===== src/rtl/dedicated_datapath_pkg.sv =====
// Shared encodings for the datapath and its ControlUnit, kept in one place so
// the control words seen by both sides always decode the same way.
package dp_pkg;

  typedef enum logic [1:0] {
    ALU_ADD = 2'd0,
    ALU_SUB = 2'd1,
    ALU_AND = 2'd2,
    ALU_OR  = 2'd3
  } alu_op_e;

  localparam logic RF_SRC_ALU = 1'b0;
  localparam logic RF_SRC_ONE = 1'b1;

  localparam int RF_ADDR_W = 3;
  localparam int NUM_REGS  = 1 << RF_ADDR_W;

endpackage


===== src/rtl/dedicated_datapath_if.sv =====
// Output-port bundle: the datapath is the master of the FIFO head, the
// downstream consumer is the slave that returns out_ready.
interface dedicated_datapath_if #(
  parameter int DATA_W    = 8,
  parameter int OUT_DEPTH = 4
);
  localparam int CNT_W = $clog2(OUT_DEPTH) + 1;

  logic [DATA_W-1:0] out_data;
  logic              out_valid;
  logic              out_ready;
  logic              out_overflow;
  logic [CNT_W-1:0]  out_count;

  modport master (
    output out_data, out_valid, out_overflow, out_count,
    input  out_ready
  );

  modport slave (
    input  out_data, out_valid, out_overflow, out_count,
    output out_ready
  );
endinterface


===== src/rtl/dedicated_datapath_out_fifo.sv =====
// Synchronous FIFO buffering values sent to the output port. The head is read
// straight from storage, so a pushed entry becomes visible one cycle later.
module dp_out_fifo #(
  parameter int DATA_W = 8,
  parameter int DEPTH  = 4
) (
  input  logic                       clk,
  input  logic                       reset,
  input  logic                       i_push,
  input  logic                       i_pop,
  input  logic [DATA_W-1:0]          i_data,
  output logic [DATA_W-1:0]          o_data,
  output logic [$clog2(DEPTH):0]     o_count,
  output logic                       o_full,
  output logic                       o_empty
);
  localparam int PTR_W = $clog2(DEPTH);
  localparam int CNT_W = PTR_W + 1;

  logic [DATA_W-1:0] r_mem [DEPTH];
  logic [PTR_W-1:0]  r_wr_ptr;
  logic [PTR_W-1:0]  r_rd_ptr;
  logic [CNT_W-1:0]  r_count;
  logic              w_wr_en;
  logic              w_rd_en;

  assign o_full  = (r_count == CNT_W'(DEPTH));
  assign o_empty = (r_count == '0);
  assign o_count = r_count;
  assign o_data  = o_empty ? '0 : r_mem[r_rd_ptr];

  // When full, a simultaneous pop frees the slot the write lands in.
  assign w_wr_en = i_push & (~o_full | i_pop);
  assign w_rd_en = i_pop & ~o_empty;

  // NOTE: storage has no reset; the pointers and count define what is valid,
  // so clearing the array would only add reset fan-out.
  always_ff @(posedge clk) begin
    if (w_wr_en) r_mem[r_wr_ptr] <= i_data;
  end

  // NOTE: all sequential state uses non-blocking assignments so every
  // register samples the pre-edge values regardless of statement order.
  always_ff @(posedge clk) begin
    if (reset) begin
      r_wr_ptr <= '0;
      r_rd_ptr <= '0;
      r_count  <= '0;
    end else begin
      if (w_wr_en) r_wr_ptr <= r_wr_ptr + PTR_W'(1);
      if (w_rd_en) r_rd_ptr <= r_rd_ptr + PTR_W'(1);
      case ({w_wr_en, w_rd_en})
        2'b10:   r_count <= r_count + CNT_W'(1);
        2'b01:   r_count <= r_count - CNT_W'(1);
        default: r_count <= r_count;
      endcase
    end
  end
endmodule


===== src/rtl/dedicated_datapath.sv =====
// Datapath driven by the ControlUnit: register file, ALU, unsigned <= compare
// fed back as lte, and a buffered output port with sticky overflow reporting.
module dedicated_datapath
  import dp_pkg::*;
#(
  parameter int DATA_W    = 8,
  parameter int OUT_DEPTH = 4
) (
  input  logic                 clk,
  input  logic                 reset,
  input  logic                 RFSrcMuxSel,
  input  logic [RF_ADDR_W-1:0] RAddr1,
  input  logic [RF_ADDR_W-1:0] RAddr2,
  input  logic [RF_ADDR_W-1:0] WAddr,
  input  logic                 we,
  input  logic                 OutPortEn,
  input  alu_op_e              ALUop,
  output logic                 lte,
  dedicated_datapath_if.master out_port
);
  localparam int CNT_W = $clog2(OUT_DEPTH) + 1;

  logic [DATA_W-1:0] r_regs [NUM_REGS];
  logic              r_overflow;
  logic [DATA_W-1:0] w_rdata1;
  logic [DATA_W-1:0] w_rdata2;
  logic [DATA_W-1:0] w_alu;
  logic [DATA_W-1:0] w_wdata;
  logic              w_pop;
  logic              w_full;
  logic              w_empty;
  logic [DATA_W-1:0] w_fifo_data;
  logic [CNT_W-1:0]  w_fifo_count;

  // R0 is hardwired to zero on the read side; writes to it are dropped below.
  assign w_rdata1 = (RAddr1 == '0) ? '0 : r_regs[RAddr1];
  assign w_rdata2 = (RAddr2 == '0) ? '0 : r_regs[RAddr2];

  // NOTE: every combinational output gets a default first so no path can
  // leave it unassigned and infer a latch.
  always_comb begin
    w_alu = '0;
    unique case (ALUop)
      ALU_ADD: w_alu = w_rdata1 + w_rdata2;
      ALU_SUB: w_alu = w_rdata1 - w_rdata2;
      ALU_AND: w_alu = w_rdata1 & w_rdata2;
      ALU_OR:  w_alu = w_rdata1 | w_rdata2;
    endcase
  end

  assign w_wdata = (RFSrcMuxSel == RF_SRC_ONE) ? DATA_W'(1) : w_alu;
  assign lte     = (w_rdata1 <= w_rdata2);

  // NOTE: the register file is cleared on reset because the control program
  // relies on starting from all-zero registers.
  always_ff @(posedge clk) begin
    if (reset) begin
      for (int i = 0; i < NUM_REGS; i++) r_regs[i] <= '0;
    end else if (we && (WAddr != '0)) begin
      r_regs[WAddr] <= w_wdata;
    end
  end

  assign w_pop = ~w_empty & out_port.out_ready;

  dp_out_fifo #(
    .DATA_W (DATA_W),
    .DEPTH  (OUT_DEPTH)
  ) u_out_fifo (
    .clk     (clk),
    .reset   (reset),
    .i_push  (OutPortEn),
    .i_pop   (w_pop),
    .i_data  (w_rdata1),
    .o_data  (w_fifo_data),
    .o_count (w_fifo_count),
    .o_full  (w_full),
    .o_empty (w_empty)
  );

  // A push is only lost when the FIFO is full and nothing leaves that cycle.
  always_ff @(posedge clk) begin
    if (reset)                           r_overflow <= 1'b0;
    else if (OutPortEn & w_full & ~w_pop) r_overflow <= 1'b1;
  end

  assign out_port.out_data     = w_fifo_data;
  assign out_port.out_valid    = ~w_empty;
  assign out_port.out_count    = w_fifo_count;
  assign out_port.out_overflow = r_overflow;
endmodule


===== src/flat_wrapper.sv =====
// flat-port wrapper written by rule: the top's interface ports become plain ports
module dedicated_datapath_flat import dp_pkg::*;
#(
  parameter int DATA_W    = 8,
  parameter int OUT_DEPTH = 4
)
  (clk, reset, RFSrcMuxSel, RAddr1, RAddr2, WAddr, we, OutPortEn, ALUop, lte, out_port_out_data, out_port_out_valid, out_port_out_overflow, out_port_out_count, out_port_out_ready);
  dedicated_datapath_if #(.DATA_W(DATA_W), .OUT_DEPTH(OUT_DEPTH)) out_port_i ();
  input  logic clk;
  input  logic reset;
  input  logic RFSrcMuxSel;
  input  logic [RF_ADDR_W-1:0] RAddr1;
  input  logic [RF_ADDR_W-1:0] RAddr2;
  input  logic [RF_ADDR_W-1:0] WAddr;
  input  logic we;
  input  logic OutPortEn;
  input  alu_op_e ALUop;
  output logic lte;
  output wire logic [$bits(out_port_i.out_data)-1:0] out_port_out_data;
  output wire logic [$bits(out_port_i.out_valid)-1:0] out_port_out_valid;
  output wire logic [$bits(out_port_i.out_overflow)-1:0] out_port_out_overflow;
  output wire logic [$bits(out_port_i.out_count)-1:0] out_port_out_count;
  input wire logic [$bits(out_port_i.out_ready)-1:0] out_port_out_ready;
  assign out_port_out_data = out_port_i.out_data;
  assign out_port_out_valid = out_port_i.out_valid;
  assign out_port_out_overflow = out_port_i.out_overflow;
  assign out_port_out_count = out_port_i.out_count;
  assign out_port_i.out_ready = out_port_out_ready;
  dedicated_datapath #(.DATA_W(DATA_W), .OUT_DEPTH(OUT_DEPTH)) u_core (.clk(clk), .reset(reset), .RFSrcMuxSel(RFSrcMuxSel), .RAddr1(RAddr1), .RAddr2(RAddr2), .WAddr(WAddr), .we(we), .OutPortEn(OutPortEn), .ALUop(ALUop), .lte(lte), .out_port(out_port_i));
endmodule

===== config.mk =====
export PLATFORM = sky130hd
export DESIGN_NAME = dedicated_datapath_flat
export DESIGN_NICKNAME = d
export VERILOG_FILES = /design/src/rtl/dedicated_datapath_pkg.sv /design/src/rtl/dedicated_datapath_if.sv /design/src/rtl/dedicated_datapath_out_fifo.sv /design/src/rtl/dedicated_datapath.sv /design/src/flat_wrapper.sv
export SDC_FILE = /design/constraint.sdc
export NUM_CORES = 1
export LEC_CHECK = 0
export CAP_MARGIN = 10
export CORE_ASPECT_RATIO = 1.4
export CORE_UTILIZATION = 60
export CTS_BUF_LIST = sky130_fd_sc_hd__clkbuf_16
export CTS_CLUSTER_DIAMETER = 120
export DETAILED_ROUTE_END_ITERATION = 12
export GPL_TIMING_DRIVEN = 0
export PLACE_DENSITY = 0.81
export REMOVE_ABC_BUFFERS = 1
export SETUP_SLACK_MARGIN = 0.4
export SYNTH_ARGS = -nofsm -noshare
export SYNTH_HDL_FRONTEND = slang
export SYNTH_SLANG_ARGS = --single-unit

===== constraint.sdc =====
create_clock -name clk -period 6.45 [get_ports clk]
set_input_delay 0.9675 -clock clk [delete_from_list [all_inputs] [get_ports clk]]
set_output_delay 0.9675 -clock clk [all_outputs]
set_load 0.05 [all_outputs]

==> impl_metrics.yaml, run 1 <==
cells_and_area:
  diodes: 0
  nFillCells: 710
  final_util: 0.6843
  multiInputGateArea_um2: 2856
  seqCellArea_um2: 3083
  synthToLayoutAreaGrowth_pct: 10.83
  final_layout_size_suffix_gt1_frac: 0.1336
  finalNetCount: 598
min_path:
  min_path_type: "flop to flop"
place:
  io_buffers: 30
  hpwl_mm: 10.06
  gp_congestion: 0.9145
timing:
  layout_min_cycle_time_ps: 5925
  hold_viol: 0
  finalCritPeriodShare: 0.9186
  drv_slew: 0
  worst_slew_pin_slew_ps: 1264
  relSlewSlack: 0.1548
  fin_tns_setup_ps: 0
  rsz0062_at_grt: "false"
  timing.hold.ws_ps: 469.8
  finalSetupViolCount: 0
  max_freq_mhz: 168.8
  clock_skew_ps: 12.95
die:
  die-height_um: 121.8
  start_util: 0.6175
  core_um2: 9953
  dieArea_um2: 10660
  ios: 31
  dieWidth_um: 87.54
  num_rows: 43
drt:
  wire_per_inst_um: 19.89
  dr.pass1.iters: 4
  drcViolationCount: 0
  wl_met3_um: 756
  highest_layer: "met4"
  num_vias: 4227
  wirelength_mm: 13.71
  drtIter0Drc: 241
  viasPerCell: 6.135
  wl_met2_mm: 7.790
  ant_nets: 0
  drt-met1-wl_mm: 4.833
clock_tree:
  clk_pin_slew_worst_paths_ps: 70
  cts_setup_buffers: 0
  clk_latency_ps: 370
  hold_buffers: 0
  htreeDepth: 3
  clock_path_buffers: 2
  cts.sinks: 106
  root_buffer: "clkbuf_16"
  cts_tree: "built"
  cts_buffers: 9
flow_run:
  max-cap-violations: 0
yosys:
  synthCells: 531
  synth_cell_types: 55
  ys_ff_latch: 106
  yosys.cell_count.top_type: "edfxtp_1"
  ys.flop_type: "edfxtp_1"
  synth-edff-count: 96
  yosysTopAreaCell: "edfxtp_1"
  synth_top_area_share: 0.4691
  yosys-top-cells-count: "edfxtp_1, nor2_1, nand2_1"
  seq_area_frac_synth: 0.5016
  syn_area_um2: 6146
  synth_area_leaders: "edfxtp_1, mux4_2, ha_1, nor2_1, dfxtp_1"
  avgSynthCellArea_um2: 11.57
  ys_async_sr_fraction: 0
  yosys_warnings: 0
worst_setup_path:
  cp-end-kind: "output port"
  critPathKind: "primary input to output port"
  path_max_fanout: 17
  cp.required_ps: 5480
  arrival_ps: 4960
  cp-start-kind: "primary input"
global_routing:
  grt_use_total: 0.2730
  grt_pass1_wl_mm: 20.93
  antenna_found_initial: 0
  grt-ovfl-total: 0
  grt_pass1_vias: 4194
  grt_max_degree: 27
power_and_ir_drop:
  powerDensity_nw_per_um2: 296.9
  peakVddDrop_mv: 0.1632
  p_leak_nw: 2.541
run_status:
  status: "completed"
-- worst paths after layout --
| path | from | end | slack (ps) | cells after the start |
|---|---|---|---|---|
| hold reg to reg | u_core.out_port.out_overflow | u_core.out_port.out_overflow | 470 | 2 |
| setup reg to reg | u_core.r_regs[7][0] | u_core.r_regs[4][6] | 2760 | 11 |
| setup / recovery | RAddr1[1] | lte | 530 | 12 |
| hold / removal | u_core.out_port.out_overflow | u_core.out_port.out_overflow | 470 | 2 |
-- critical path: stages --
cell             delay (ps)
clkdlybuf4s50_1        1050
mux4_2                  440
nand2_1                  90
o21a_1                  180
inv_1                   120
ha_1                    240
nor3b_1                 160
or3_1                   390
o21ai_1                 240
a21oi_1                 100
o21ai_0                 160
clkdlybuf4s50_1         820
-- area by class of cell --
cell class                      count  share of cell area
Clock buffer                        9             0.03306
Clock inverter                      7             0.01102
Inverter                           29             0.01598
Multi-Input combinational cell    373              0.4194
Sequential cell                   106              0.4526
Tap cell                          135             0.02480
Timing Repair Buffer               30             0.04317
-- flip-flops by register name, summed over array words and instances, names as in the netlist, named ones only --
name and count:
u_core.r_regs 64, u_core.u_out_fifo.r_mem 32, u_core.u_out_fifo.o_count 3, u_core.u_out_fifo.r_rd_ptr 2, u_core.u_out_fifo.r_wr_ptr 2, u_core.out_port.out_overflow 1
-- kinds of logic after synthesis --
kind of cell	count (synthesis)	synth area share
muxes	45	0.1268
adders and majority gates	32	0.06881
other	1	0.0006102
buffers and inverters	59	0.03970
AOI/OAI and AO/OA	85	0.09426
xor gates and xnor gates	8	0.01140
and+or+nand+nor	195	0.1568
DFF	106	0.5016
-- layout by cell type (no fill, tap or decap), drive strengths merged, types with 4 or more instances in the layout --
cell / count
edfxtp: 96
nor2: 72
nand2: 35
inv: 33
ha: 29
clkdlybuf4s50: 26
mux4: 25
o21ai: 24
a21oi: 17
and2: 15
nor2b: 15
nor3: 12
clkbuf: 11
mux2i: 10
nand2b: 10
dfxtp: 10
mux2: 10
a22oi: 8
o21a: 8
nor4: 8
conb: 8
or2: 8
a221o: 7
nand3: 7
xnor2: 5
a211oi: 5
o31ai: 5
or3: 4
-- per-layer routing --
metal,vias up,GRT usage
li1,1966,-
met2,185,0.5200
met3,34,0.05149
met1,2042,0.2911
met5,-,0
met4,0,0.1045
-- report_power, final --
part	internal [mW]	switching, mW
combinational	0.236	0.389
clock	0.275	0.273
sequential	0.806	0.0419
-- stage by stage --
step / worst slack (ps) / power (mW) / instance area, µm² / cells
finish: 525.2 / 2.022 / 6812 / 689
global route: 403.6 / 2.104 / 6812 / 689
detailed placement: 1.333 / 1.487 / 6506 / 673
floorplan: 1676 / 1.286 / 6037 / 508
global placement: 71.18 / 1.459 / 6506 / 673
CTS: 413.4 / 2.027 / 6812 / 689
-- timing repair --
action | CTS | global route
setup endpoints to repair | 1 | 1
pin swaps | 0 | 0
gates resized for setup | 7 | 6
(Power assumes the default switching activity.)
==> run 2, diff against run 1 <==
REMOVE_ABC_BUFFERS = unset   (was 1)
==> run 2 against run 1 <==
Compared with the run above: register-to-register slack worse by 30 ps; worst hold slack improved by 14 ps; combinational power up 5.3%; clock power shrank 1%; critical path type unchanged; critical endpoint unchanged.
==> impl_metrics.yaml, run 2 (same netlist as run 1, synthesis figures left out) <==
timing:
  max_freq_mhz: 183.7
  layout_min_cycle_time_ps: 5443
  fin_tns_setup_ps: 0
  timing.hold.ws_ps: 483.5
  finalCritPeriodShare: 0.8439
  worst_slew_pin_slew_ps: 996.5
  finalSetupViolCount: 0
  drv_slew: 0
  relSlewSlack: 0.3316
  hold_viol: 0
  rsz0062_at_grt: "false"
  clock_skew_ps: 9.149
drt:
  wirelength_mm: 14.45
  wire_per_inst_um: 20.24
  drcViolationCount: 0
  drtIter0Drc: 336
  dr.pass1.iters: 6
  num_vias: 4369
  viasPerCell: 6.119
  ant_nets: 0
power_and_ir_drop:
  p_leak_nw: 2.584
  peakVddDrop_mv: 0.1754
  power.total_mw: 2.036
  powerDensity_nw_per_um2: 295.7
clock_tree:
  clk_latency_ps: 360
  clk_pin_slew_worst_paths_ps: 60
  htreeDepth: 3
  cts_buffers: 9
  clock_path_buffers: 2
  cts_tree: "built"
  cts.sinks: 106
  root_buffer: "clkbuf_16"
cells_and_area:
  fin_area_um2: 6887
  seqCellArea_um2: 3083
  layout_common_cells: "edfxtp_1, nor2_1, nand2_1"
  synthToLayoutAreaGrowth_pct: 12.05
  finalNetCount: 623
  top_register: "u_core.r_regs"
  diodes: 0
  nFillCells: 735
  largest_reg_flops: 64
  final_layout_size_suffix_gt1_frac: 0.1382
  final_common_cell: "edfxtp_1"
  multiInputGateArea_um2: 2845
worst_setup_path:
  critPathKind: "primary input to output port"
  path_max_fanout: 10
  cp.required_ps: 5480
  arrival_ps: 4480
  cp-start-kind: "primary input"
  cp-end-kind: "output port"
global_routing:
  grt-ovfl-total: 0
  grt_use_total: 0.2934
  grt_pass1_wl_mm: 22.58
  antenna_found_initial: 0
  grt_pass1_vias: 4452
  grt_max_degree: 18
die:
  core_um2: 9953
  num_rows: 43
  dieWidth_um: 87.54
  start_util: 0.6175
  ios: 31
  dieArea_um2: 10660
  die-height_um: 121.8
min_path:
  min_path_type: "flop to flop"
place:
  hpwl_mm: 11.05
  gp_congestion: 0.9594
  io_buffers: 25
  dpl-instance-area_um2: 6591
flow_run:
  max-cap-violations: 0
run_status:
  status: "completed"
[run 2: cell types whose count changed in the layout (fill, tap and decap cells not counted), moves of 2 or more]
cell / delta
buf_1: +2
buf_2: +9
clkbuf_1: +17
clkbuf_2: -2
clkdlybuf4s50_1: -2
clkinv_2: +4
inv_8: -3
[run 2: final timing paths]
kind | start | slack, ps | cells past startpoint | to
max | RAddr2[2] | 1010 | 11 | lte
min | u_core.out_port.out_overflow | 480 | 2 | u_core.out_port.out_overflow
max reg2reg | u_core.r_regs[7][0] | 2730 | 11 | u_core.r_regs[7][6]
min reg2reg | u_core.out_port.out_overflow | 480 | 2 | u_core.out_port.out_overflow
[run 2: per-layer routing]
metal	share of wire	wire length, µm	up-vias	GRT usage
li1	-	-	2020	-
met1	0.35	5097	2134	0.3082
met2	0.54	7747	167	0.5278
met3	0.050	717	48	0.04878
met4	0.061	886	0	0.1977
met5	0	0	-	0
[run 2: report_power, final]
group	leakage [nW]	internal, mW	switching (mW)
Clock	0.150	0.301	0.242
Sequential	1.04	0.807	0.0289
Combinational	1.39	0.244	0.414
Total	2.58	1.35	0.685
[run 2: timing repair]
action / in CTS / in global routing
buffers inserted: 0 / 0
resized for setup: 0 / 1
endpoints found under the setup margin: 0 / 1
endpoints found under the hold margin: 0 / 0
hold buffers: 0 / 0
[run 2: area by class of cell]
cell class | instances | area share
clock buffers | 9 | 0.03270
repair buffers | 25 | 0.03670
clock inverters | 7 | 0.009811
flip-flops and latches | 106 | 0.4477
well taps | 135 | 0.02453
multi-input cells | 373 | 0.4132
inverters | 29 | 0.01581
plain buffers | 30 | 0.01962
[run 2: worst max-delay path, stage by stage]
cell             delay, ps
clkdlybuf4s50_1        590
clkbuf_1               350
o21ai_0                160
a221o_1                410
ha_1                   460
nor3b_1                120
or3_1                  410
o21ai_1                250
a21oi_1                110
o21ai_0                190
dlymetal6s2s_1         450
[run 2: metrics by stage]
stage / cells / setup WS, ps / utilization
floorplan: 538 / 1298 / -
global route: 714 / 786.8 / 0.6919
finish: 714 / 1007 / 0.6919
global placement: 698 / 781.5 / 0.6622
CTS: 714 / 646.5 / 0.6916
detailed placement: 698 / 690.8 / 0.6622
